`config.mk`:
```
export PLATFORM = sky130hd
export DESIGN_NAME = unscript_status_sender
export DESIGN_NICKNAME = d
export VERILOG_FILES = /design/src/rtl/unscript_status_sender.sv
export SDC_FILE = /design/constraint.sdc
export NUM_CORES = 1
export LEC_CHECK = 0
export ABC_AREA = 0
export CORE_MARGIN = 2
export CORE_UTILIZATION = 45
export DETAILED_ROUTE_END_ITERATION = 16
export MAX_ROUTING_LAYER = met4
export PLACE_DENSITY = 0.76
export SETUP_SLACK_MARGIN = 0.2
export SLEW_MARGIN = 20
export SYNTH_ARGS = -nofsm -noshare
export SYNTH_HDL_FRONTEND = slang
export SYNTH_SLANG_ARGS = --single-unit
```
`constraint.sdc`:
```
create_clock -name uart_clk -period 2.1 [get_ports uart_clk]
set_input_delay 0.42 -clock uart_clk [delete_from_list [all_inputs] [get_ports uart_clk]]
set_output_delay 0.42 -clock uart_clk [all_outputs]
set_load 0.005 [all_outputs]
```
`src/rtl/unscript_status_sender.sv`:
```
// Packs an 8-bit status word into two tagged UART bytes and sends them over valid/ready.
// A frame is sent on status change, on a pending mid-frame change, or on heartbeat expiry.
module unscript_status_sender #(
    parameter logic [23:0] HEARTBEAT_CYCLES = 24'd9_600_000,
    parameter logic [1:0]  TAG_LO           = 2'b10,
    parameter logic [1:0]  TAG_HI           = 2'b11
) (
    input  logic       uart_clk,
    input  logic       rst,
    input  logic       enable,
    input  logic [7:0] status_in,
    input  logic       tx_ready,
    output logic       tx_valid,
    output logic [7:0] tx_data,
    output logic       busy,
    output logic [1:0] seq
);

    typedef enum logic [1:0] {StIdle, StSendLo, StSendHi} state_e;

    state_e      state_q, state_d;
    logic        tx_valid_q, tx_valid_d;
    logic [7:0]  tx_data_q, tx_data_d;
    logic        busy_q, busy_d;
    logic [1:0]  seq_q, seq_d;
    logic [7:0]  last_sent_q, last_sent_d;
    logic [7:0]  snapshot_q, snapshot_d;
    logic [23:0] hb_cnt_q, hb_cnt_d;
    logic        dirty_q, dirty_d;

    logic [23:0] hb_max;
    logic        hb_expire;
    logic        changed;
    logic        trig;
    logic        accept;

    always_comb begin
        hb_max    = HEARTBEAT_CYCLES - 24'd1;
        // A zero period would make hb_max all-ones; suppress expiry entirely instead.
        hb_expire = (HEARTBEAT_CYCLES != 24'd0) && (hb_cnt_q == hb_max);
        changed   = (status_in != last_sent_q);
        trig      = enable && (changed || hb_expire || dirty_q);
        accept    = tx_valid_q && tx_ready;

        state_d     = state_q;
        tx_valid_d  = tx_valid_q;
        tx_data_d   = tx_data_q;
        seq_d       = seq_q;
        last_sent_d = last_sent_q;
        snapshot_d  = snapshot_q;
        hb_cnt_d    = hb_cnt_q;
        dirty_d     = dirty_q;

        unique case (state_q)
            StIdle: begin
                if (trig) begin
                    snapshot_d  = status_in;
                    last_sent_d = status_in;
                    dirty_d     = 1'b0;
                    hb_cnt_d    = 24'd0;
                    tx_data_d   = {seq_q, status_in[3:0], TAG_LO};
                    tx_valid_d  = 1'b1;
                    state_d     = StSendLo;
                end else if (enable && (hb_cnt_q != hb_max)) begin
                    hb_cnt_d = hb_cnt_q + 24'd1;
                end
            end
            StSendLo: begin
                if (changed) dirty_d = 1'b1;
                if (accept) begin
                    tx_data_d = {seq_q, snapshot_q[7:4], TAG_HI};
                    state_d   = StSendHi;
                end
            end
            StSendHi: begin
                if (changed) dirty_d = 1'b1;
                if (accept) begin
                    tx_valid_d = 1'b0;
                    seq_d      = seq_q + 2'd1;
                    state_d    = StIdle;
                end
            end
            default: begin
                tx_valid_d = 1'b0;
                state_d    = StIdle;
            end
        endcase

        busy_d = (state_d != StIdle);
    end

    always_ff @(posedge uart_clk) begin
        if (rst) begin
            state_q     <= StIdle;
            tx_valid_q  <= 1'b0;
            tx_data_q   <= 8'h00;
            busy_q      <= 1'b0;
            seq_q       <= 2'd0;
            last_sent_q <= 8'h00;
            snapshot_q  <= 8'h00;
            hb_cnt_q    <= 24'd0;
            dirty_q     <= 1'b0;
        end else begin
            state_q     <= state_d;
            tx_valid_q  <= tx_valid_d;
            tx_data_q   <= tx_data_d;
            busy_q      <= busy_d;
            seq_q       <= seq_d;
            last_sent_q <= last_sent_d;
            snapshot_q  <= snapshot_d;
            hb_cnt_q    <= hb_cnt_d;
            dirty_q     <= dirty_d;
        end
    end

    assign tx_valid = tx_valid_q;
    assign tx_data  = tx_data_q;
    assign busy     = busy_q;
    assign seq      = seq_q;

endmodule
```
* Word-level counts from Yosys, hierarchy flattened
Index checks and enable logic that the tools add are counted.
** Storage, ports and cells
- Bits in registers :: 47
- Output and inout port bits :: 12
** Operators by class
- Eq/ne operators :: 9
- Multiplexer cells :: 15
- Reductions and logical operators :: 17
- Bitwise logic cells :: 1
- Add/sub/neg operators :: 2
** Operator list (count)
- two-way mux 24 bit :: 2
- adder 24 x 1 -> 24 bit, second input constant :: 1
- == test 24 bit, second input constant :: 1
- != test 24 bit, second input constant :: 1
- two-way mux 8 bit :: 2
- one-hot mux 8 bit (2 select lines) :: 1
- AND reduction 3 bit :: 3
- != test 8 bit :: 1
- nonzero test 2 bit :: 4
- two-way mux 2 bit :: 3
- != test 2 bit, second input constant :: 3
- one-hot mux 2 bit (3 select lines) :: 1
- AND reduction 2 bit :: 3
- two-way mux 1 bit :: 4
- logical AND 1 bit :: 3
- one-hot mux 1 bit (3 select lines) :: 1
- adder 2 x 1 -> 2 bit, second input constant :: 1
- == test 2 x 1 -> 1 bit, second input constant :: 1
- == test 2 bit, second input constant :: 1
- zero test 2 bit :: 1
- logical OR 1 bit :: 2
- != test 2 x 1 -> 1 bit, second input constant :: 1
- one-hot mux 1 bit (2 select lines) :: 1
- OR reduction 2 bit :: 1
- NOT 1 bit :: 1

* Depth between registers and ports, before layout
Gate-level depths: netlist of the first run.
- Depth in word-level cells :: 7
- Gate-level depth with buffers :: 9
- Gate-level depth less buffers :: 7

* Worst setup path after synthesis of the first run
OpenSTA, ideal clock, no wires.
- Path kind :: register -> register
- From :: register state_q[0]
- To :: register tx_data_q[0], in the netlist tx_data[0]
- Clock period less this slack :: 1.792 ns
- Data arrival time :: 1.674 ns
- Cell stages (with the launch flop) :: 9
- Buffers on the path :: 2
- Path slack :: 0.308 ns
- Cells stage by stage :: dfxtp_1 > inv_1 > ha_1 > buf_6 > nor2b_1 > a211oi_1 > a21bo_1 > buf_2 > a32o_1
** On the way
- Word-level cells in the longest chain between the ends :: 3
- Elaborated cells between the ends (all ways) :: 7
** RTL lines
- start: declaration :: RTL line 21 : state_e state_q, state_d;
- start signal: assignment :: RTL line 94 : state_q <= StIdle;
- start signal: assignment :: RTL line 104 : state_q <= state_d;
- == test 2 x 1 -> 1 bit / zero test 2 bit (equally long branches) :: RTL line 54 : unique case (state_q)
- != test 2 bit (no line) / nonzero test 2 bit (equally long branches)
- AND reduction 3 bit (no line)
- end signal: assignment :: RTL line 106 : tx_data_q <= tx_data_d;
- end: declaration :: RTL line 23 : logic [7:0] tx_data_q, tx_data_d;
Parallel ways exist; a longest one is shown, timed or not.
A chain may end at the register's enable or synchronous reset.

* Final worst setup path of the first run
- From :: input status_in[0]
- To :: register hb_cnt_q[20]
** On the way
- Word-level cells in the longest chain between the ends :: 6
- Elaborated cells between the ends (all ways) :: 7
** RTL lines
- start: declaration :: RTL line 11 : input logic [7:0] status_in,
- != test 8 bit * :: RTL line 41 : changed = (status_in != last_sent_q);
- logical OR 1 bit * (2 in a row) :: RTL line 42 : trig = enable && (changed || hb_expire || dirty_q);
- logical AND 1 bit * :: RTL line 42
- nonzero test 2 bit (no line)
- AND reduction 2 bit (no line)
- end signal: assignment :: RTL line 111 : hb_cnt_q <= hb_cnt_d;
- end: declaration :: RTL line 28 : logic [23:0] hb_cnt_q, hb_cnt_d;
Mark *: on every way between the ends. The rest lies on a longest branch, timed or not.

==> results of run 1 <==
==> critical path: cells and delay by family <==
kind | cells | cell delay (ns)
buf+inv | 3 | 0.81
simple gates | 3 | 0.39
compound gates | 1 | 0.28
xor+xnor | 1 | 0.16
==> power breakdown <==
group          leakage [nW]  internal [mW]  switching (mW)
clock network        0.0587          0.361           0.331
logic                 0.831          0.218           0.192
registers             0.382          0.930          0.0301
==> stage by stage <==
step           util [%]  power, mW  cell area, sq um
6_report           61.5       2.06              3180
5_1_grt            61.5       2.16              3180
4_1_cts            56.7       2.02              2930
3_5_place_dp       53.8       1.31              2780
3_3_place_gp       53.8       1.31              2780
2_1_floorplan         -       1.19              2440
==> cell type report <==
type / instances / area [sq um] / share of cell area [%]
sequential: 47 / 942 / 29.6
inverter: 4 / 15.0 / 0.472
clock inverter: 3 / 47.5 / 1.49
clock buffer: 5 / 68.8 / 2.16
timing repair buffer: 44 / 498 / 15.7
multi-input combinational: 196 / 1520 / 47.9
tap: 70 / 87.6 / 2.75
==> per-layer routing <==
layer	track usage (%)	wire (um)
met1	21.2	2430
met4	4.82	44
met3	4.19	181
met2	29.9	2740
met5	-	0
==> cell usage in the layout (no fill, tap or decap), types with 5 or more instances in the layout <==
cell             instances
dfxtp_1                 46
nand2_1                 37
xor2_1                  22
clkdlybuf4s50_1         16
mux2i_1                 15
nor3_2                  14
nand3_1                 13
buf_4                   13
nor2_1                  11
nor3_1                  11
xnor2_1                  9
dlymetal6s2s_1           7
clkbuf_8                 5
==> what timing repair did <==
item,CTS,global route
buffers inserted,2,2
setup endpoints to repair,26,31
gates resized for setup,4,35
hold buffers,0,0
pin swaps,3,9
cloned,0,3
==> cell families after synthesis <==
group | count (synthesis) | synth area share (%)
and+or+nand+nor | 119 | 26.9
DFF | 47 | 38.5
xor gates and xnor gates | 33 | 11.8
AOI/OAI and AO/OA | 20 | 6.71
buffers and inverters | 20 | 5.48
muxes | 19 | 7.99
adders and majority gates | 5 | 2.56
==> registers in the layout, indices dropped and copies added (netlist names) <==
signal / cells
hb_cnt_q: 24
snapshot_q: 8
tx_data: 8
seq: 2
state_q: 2
busy: 1
dirty_q: 1
tx_valid: 1
==> how the worst max path moves through the flow <==
stage,to,cells past startpoint,start
4_1_cts,hb_cnt_q[17],8,state_q[0]
3_3_place_gp,tx_data[3],6,status_in[7]
2_1_floorplan,tx_data[0],8,state_q[0]
6_report,hb_cnt_q[20],8,status_in[0]
3_5_place_dp,tx_data[4],6,status_in[6]
5_1_grt,hb_cnt_q[9],7,hb_cnt_q[3]
==> results.ini, run 1 <==
[run]
cap_violations=0

[sta]
tightestPinTransition_ns=0.327
max_freq_ghz=0.534
setup_ws_ns=0.228
finalSetupViolations=0
report.final.slew_viol_count=0
skew_ns=0.0111
worst_slew_margin_rel_pct=78.0
rsz0062_at_grt=no
hold_viol_final=0
period_share_pct=89.2
fin_hold_ws_ns=0.401
min_period_ns=1.87
fin_tns_setup_ns=0

[global_routing]
antenna_found_initial=0
overflow=0
track_usage_pct=17.7
grt_pass1_vias=1902
grt_pass1_wl_um=8400
grt_max_degree=26

[critical_path]
crit_path_top_delay_cell=clkdlybuf4s50_1
cpPeakStageDelay_ns=0.50
worstSetupStartpointType=primary input
r2r-end=hb_cnt_q[20]
crit_fanout=5
worstPathCellList=clkdlybuf4s50_1, xor2_1, nor2_1, and4b_2, a21oi_4, buf_12, clkbuf_16, nor3_2
critPathRequiredTime_ns=2.29
arrival_ns=2.07
rr_startpoint=hb_cnt_q[4]
rr_worst_depth=7
worstSetupEndpointType=flop
rrSetupSlack_ns=0.25
critical_path_class=primary input to flop

[synthesis]
synth-async-reset-ratio_pct=0
synth_area_leaders=dfxtp_1 (39%), xor2_1 (8.6%), mux2i_1 (6.1%)
ys_types=50
ys_ff_latch=47
ys_top_cells_by_count=dfxtp_1 (47), nand2_1 (37), nor3_1 (27), xor2_1 (24), mux2i_1 (15)
syn_inst=263
syn_nets=280
ys_seq_area_share_pct=38.5
yosysMostFrequentCell=dfxtp_1
synth_top_cell_by_area=dfxtp_1
synth_edf_count=0
syn_avg_cell_area_sq_um=9.29
synth_area_sq_um=2440
yosys.area.top_type_share_pct=38.5
synth_flop_cell=dfxtp_1
ys_warn_count=0

[cts]
cts_tree=yes
clock_latency_ns=0.31
root_buffer=clkbuf_8
cts_buffers=5
htreeDepth=2
clk_pin_slew_ns=0.10
cts_buffer_depth=2
clock-sinks=47

[worst_hold_path]
min_path_cells=3
holdPathEnd=snapshot_q[5]
holdCritPathClass=primary input to flop
hold_start=status_in[5]

[routing]
wirelength_um=5390
wire_per_inst_um=14.6
drc_errors=0
viasPerCell=5.37
num_vias=1983
drt_pass1_iterations=4
drt-initial-drc-count=54
ant_nets=0

[final_layout]
num-nets-final=315
num-fill-cells=423
antenna_cells=0
syn_to_final_growth_pct=30.3
fin_cells=369
drive_gt1_share_pct=24.7

[place]
io_buffers=23
placed_cells=354
place_ws_ns=-0.197
hpwlAfterDp_um=3520
place_congestion=0.840

[floorplan]
die_w_um=77.7
die_h_um=77.7
fp-row-count=26
start_util_pct=47.2
dieArea_sq_um=6030
coreArea_sq_um=5170
io_pins=24

[status]
status=completed

[pwr]
p_leak_nw=1.27
ir_drop_uv=417
p_per_area_nw_per_um2=648

(Power assumes the default switching activity.)
==> run 2: changes to the inputs <==
--- a/config.mk
+++ b/config.mk
@@ -12,7 +12,7 @@
 export MAX_ROUTING_LAYER = met4
 export PLACE_DENSITY = 0.76
 export SETUP_SLACK_MARGIN = 0.2
-export SLEW_MARGIN = 20
+export SLEW_MARGIN = 5
 export SYNTH_ARGS = -nofsm -noshare
 export SYNTH_HDL_FRONTEND = slang
 export SYNTH_SLANG_ARGS = --single-unit
==> results of run 2 <==
No change in the layout: final DEF, timing and power equal those of run 1.
==> run 3: changes to the inputs <==
--- a/config.mk
+++ b/config.mk
@@ -10,8 +10,9 @@
 export CORE_UTILIZATION = 45
 export DETAILED_ROUTE_END_ITERATION = 16
 export MAX_ROUTING_LAYER = met4
-export PLACE_DENSITY = 0.76
+export PLACE_DENSITY = 0.62
 export SETUP_SLACK_MARGIN = 0.2
+export SKIP_CTS_REPAIR_TIMING = 1
 export SLEW_MARGIN = 5
 export SYNTH_ARGS = -nofsm -noshare
 export SYNTH_HDL_FRONTEND = slang
==> results.ini, run 3 (synthesis results as in run 1) <==
[status]
status=completed

[global_routing]
grt_pass1_wl_um=8470
grt_pass1_vias=1834
antenna_found_initial=0
grt_max_degree=30
overflow=0
track_usage_pct=18.0

[place]
placed_cells=358
hpwlAfterDp_um=3520
place_congestion=0.771
place_ws_ns=-0.217
placed_area_sq_um=2800
io_buffers=23

[floorplan]
io_pins=24
dieArea_sq_um=6030
start_util_pct=47.2
die_w_um=77.7
fp-row-count=26
die_h_um=77.7
coreArea_sq_um=5170

[routing]
wirelength_um=5300
wire_per_inst_um=14.2
num_vias=1944
ant_nets=0
drc_errors=0
drt_pass1_iterations=4
drt-initial-drc-count=93
viasPerCell=5.20

[cts]
clock_latency_ns=0.30
cts_buffer_depth=2
clk_pin_slew_ns=0.08
root_buffer=clkbuf_8
cts_tree=yes
cts_buffers=5
htreeDepth=2
clock-sinks=47

[sta]
hold_viol_final=0
finalSetupViolations=0
setup_ws_ns=0.248
max_freq_ghz=0.540
min_period_ns=1.85
tightestPinTransition_ns=0.405
worst_slew_margin_rel_pct=72.8
period_share_pct=88.2
report.final.slew_viol_count=0
skew_ns=0.00679
fin_hold_ws_ns=0.420
fin_tns_setup_ns=0
rsz0062_at_grt=yes

[final_layout]
fin_cells=374
final_common_cell=dfxtp_1
largest_reg_flops=24
mostFrequentLayoutCells=dfxtp_1 (45), nand2_1 (37), xor2_1 (23), buf_4 (21)
num-nets-final=321
syn_to_final_growth_pct=28.0
top_register=hb_cnt_q
antenna_cells=0
drive_gt1_share_pct=24.0
finish.utilization_pct=60.4
fin_area_sq_um=3130

[pwr]
finalPower_mw=1.93
p_leak_nw=1.27
ir_drop_uv=356
p_per_area_nw_per_um2=616

[worst_hold_path]
holdPathEnd=snapshot_q[6]
holdCritPathClass=primary input to flop
hold_start=status_in[6]
min_path_cells=3

[critical_path]
arrival_ns=2.05
critical_path_class=primary input to flop
critPathRequiredTime_ns=2.30
worstSetupStartpointType=primary input
r2r-end=hb_cnt_q[21]
rr_startpoint=hb_cnt_q[7]
worstSetupEndpointType=flop
rrSetupSlack_ns=0.28
rr_worst_depth=7
crit_fanout=6

[run]
cap_violations=0

## run 3: cell count changes in the layout (fill, tap and decap cells not counted), moves of 2 or more
| cell | delta |
|---|---|
| buf_12 | -2 |
| buf_4 | +8 |
| nor3_1 | +5 |
| nor3_2 | -4 |
## run 3: critical path, cell delays in order
cell and delay (ns):
clkdlybuf4s50_1 0.49, xor2_1 0.14, nor2_1 0.08, and4b_2 0.28
a21oi_4 0.27, buf_4 0.18, clkbuf_16 0.14, nor3_1 0.05
## run 3: where the power goes
part           internal [mW]  total [mW]  switching (mW)
Clock                  0.259       0.558           0.300
Combinational          0.219       0.408           0.190
Sequential             0.930       0.959          0.0286
## run 3: layout make-up
type | instances | area (sq um)
Multi-Input combinational cell | 196 | 1480
Sequential cell | 47 | 943
Clock buffer | 6 | 82.6
Inverter | 4 | 15.0
Tap cell | 70 | 87.6
Timing Repair Buffer | 50 | 518
Fill cell | 450 | 2050
Clock inverter | 1 | 5.00
## run 3: worst max-delay path by stage
| stage | from | to | depth (start not counted) |
|---|---|---|---|
| floorplan | state_q[0] | tx_data[0] | 8 |
| detailed placement | status_in[1] | tx_data[2] | 6 |
| finish | status_in[4] | hb_cnt_q[21] | 8 |
| global placement | status_in[7] | tx_data[3] | 6 |
| CTS | status_in[7] | tx_data[2] | 6 |
| global route | status_in[4] | hb_cnt_q[12] | 8 |
## run 3: layer usage
layer,routed length [um],GRT usage [%],vias to the layer above
li1,-,-,991
met2,2490,27.3,22
met4,84,5.89,0
met3,127,3.95,7
met5,0,-,-
met1,2590,23.9,924
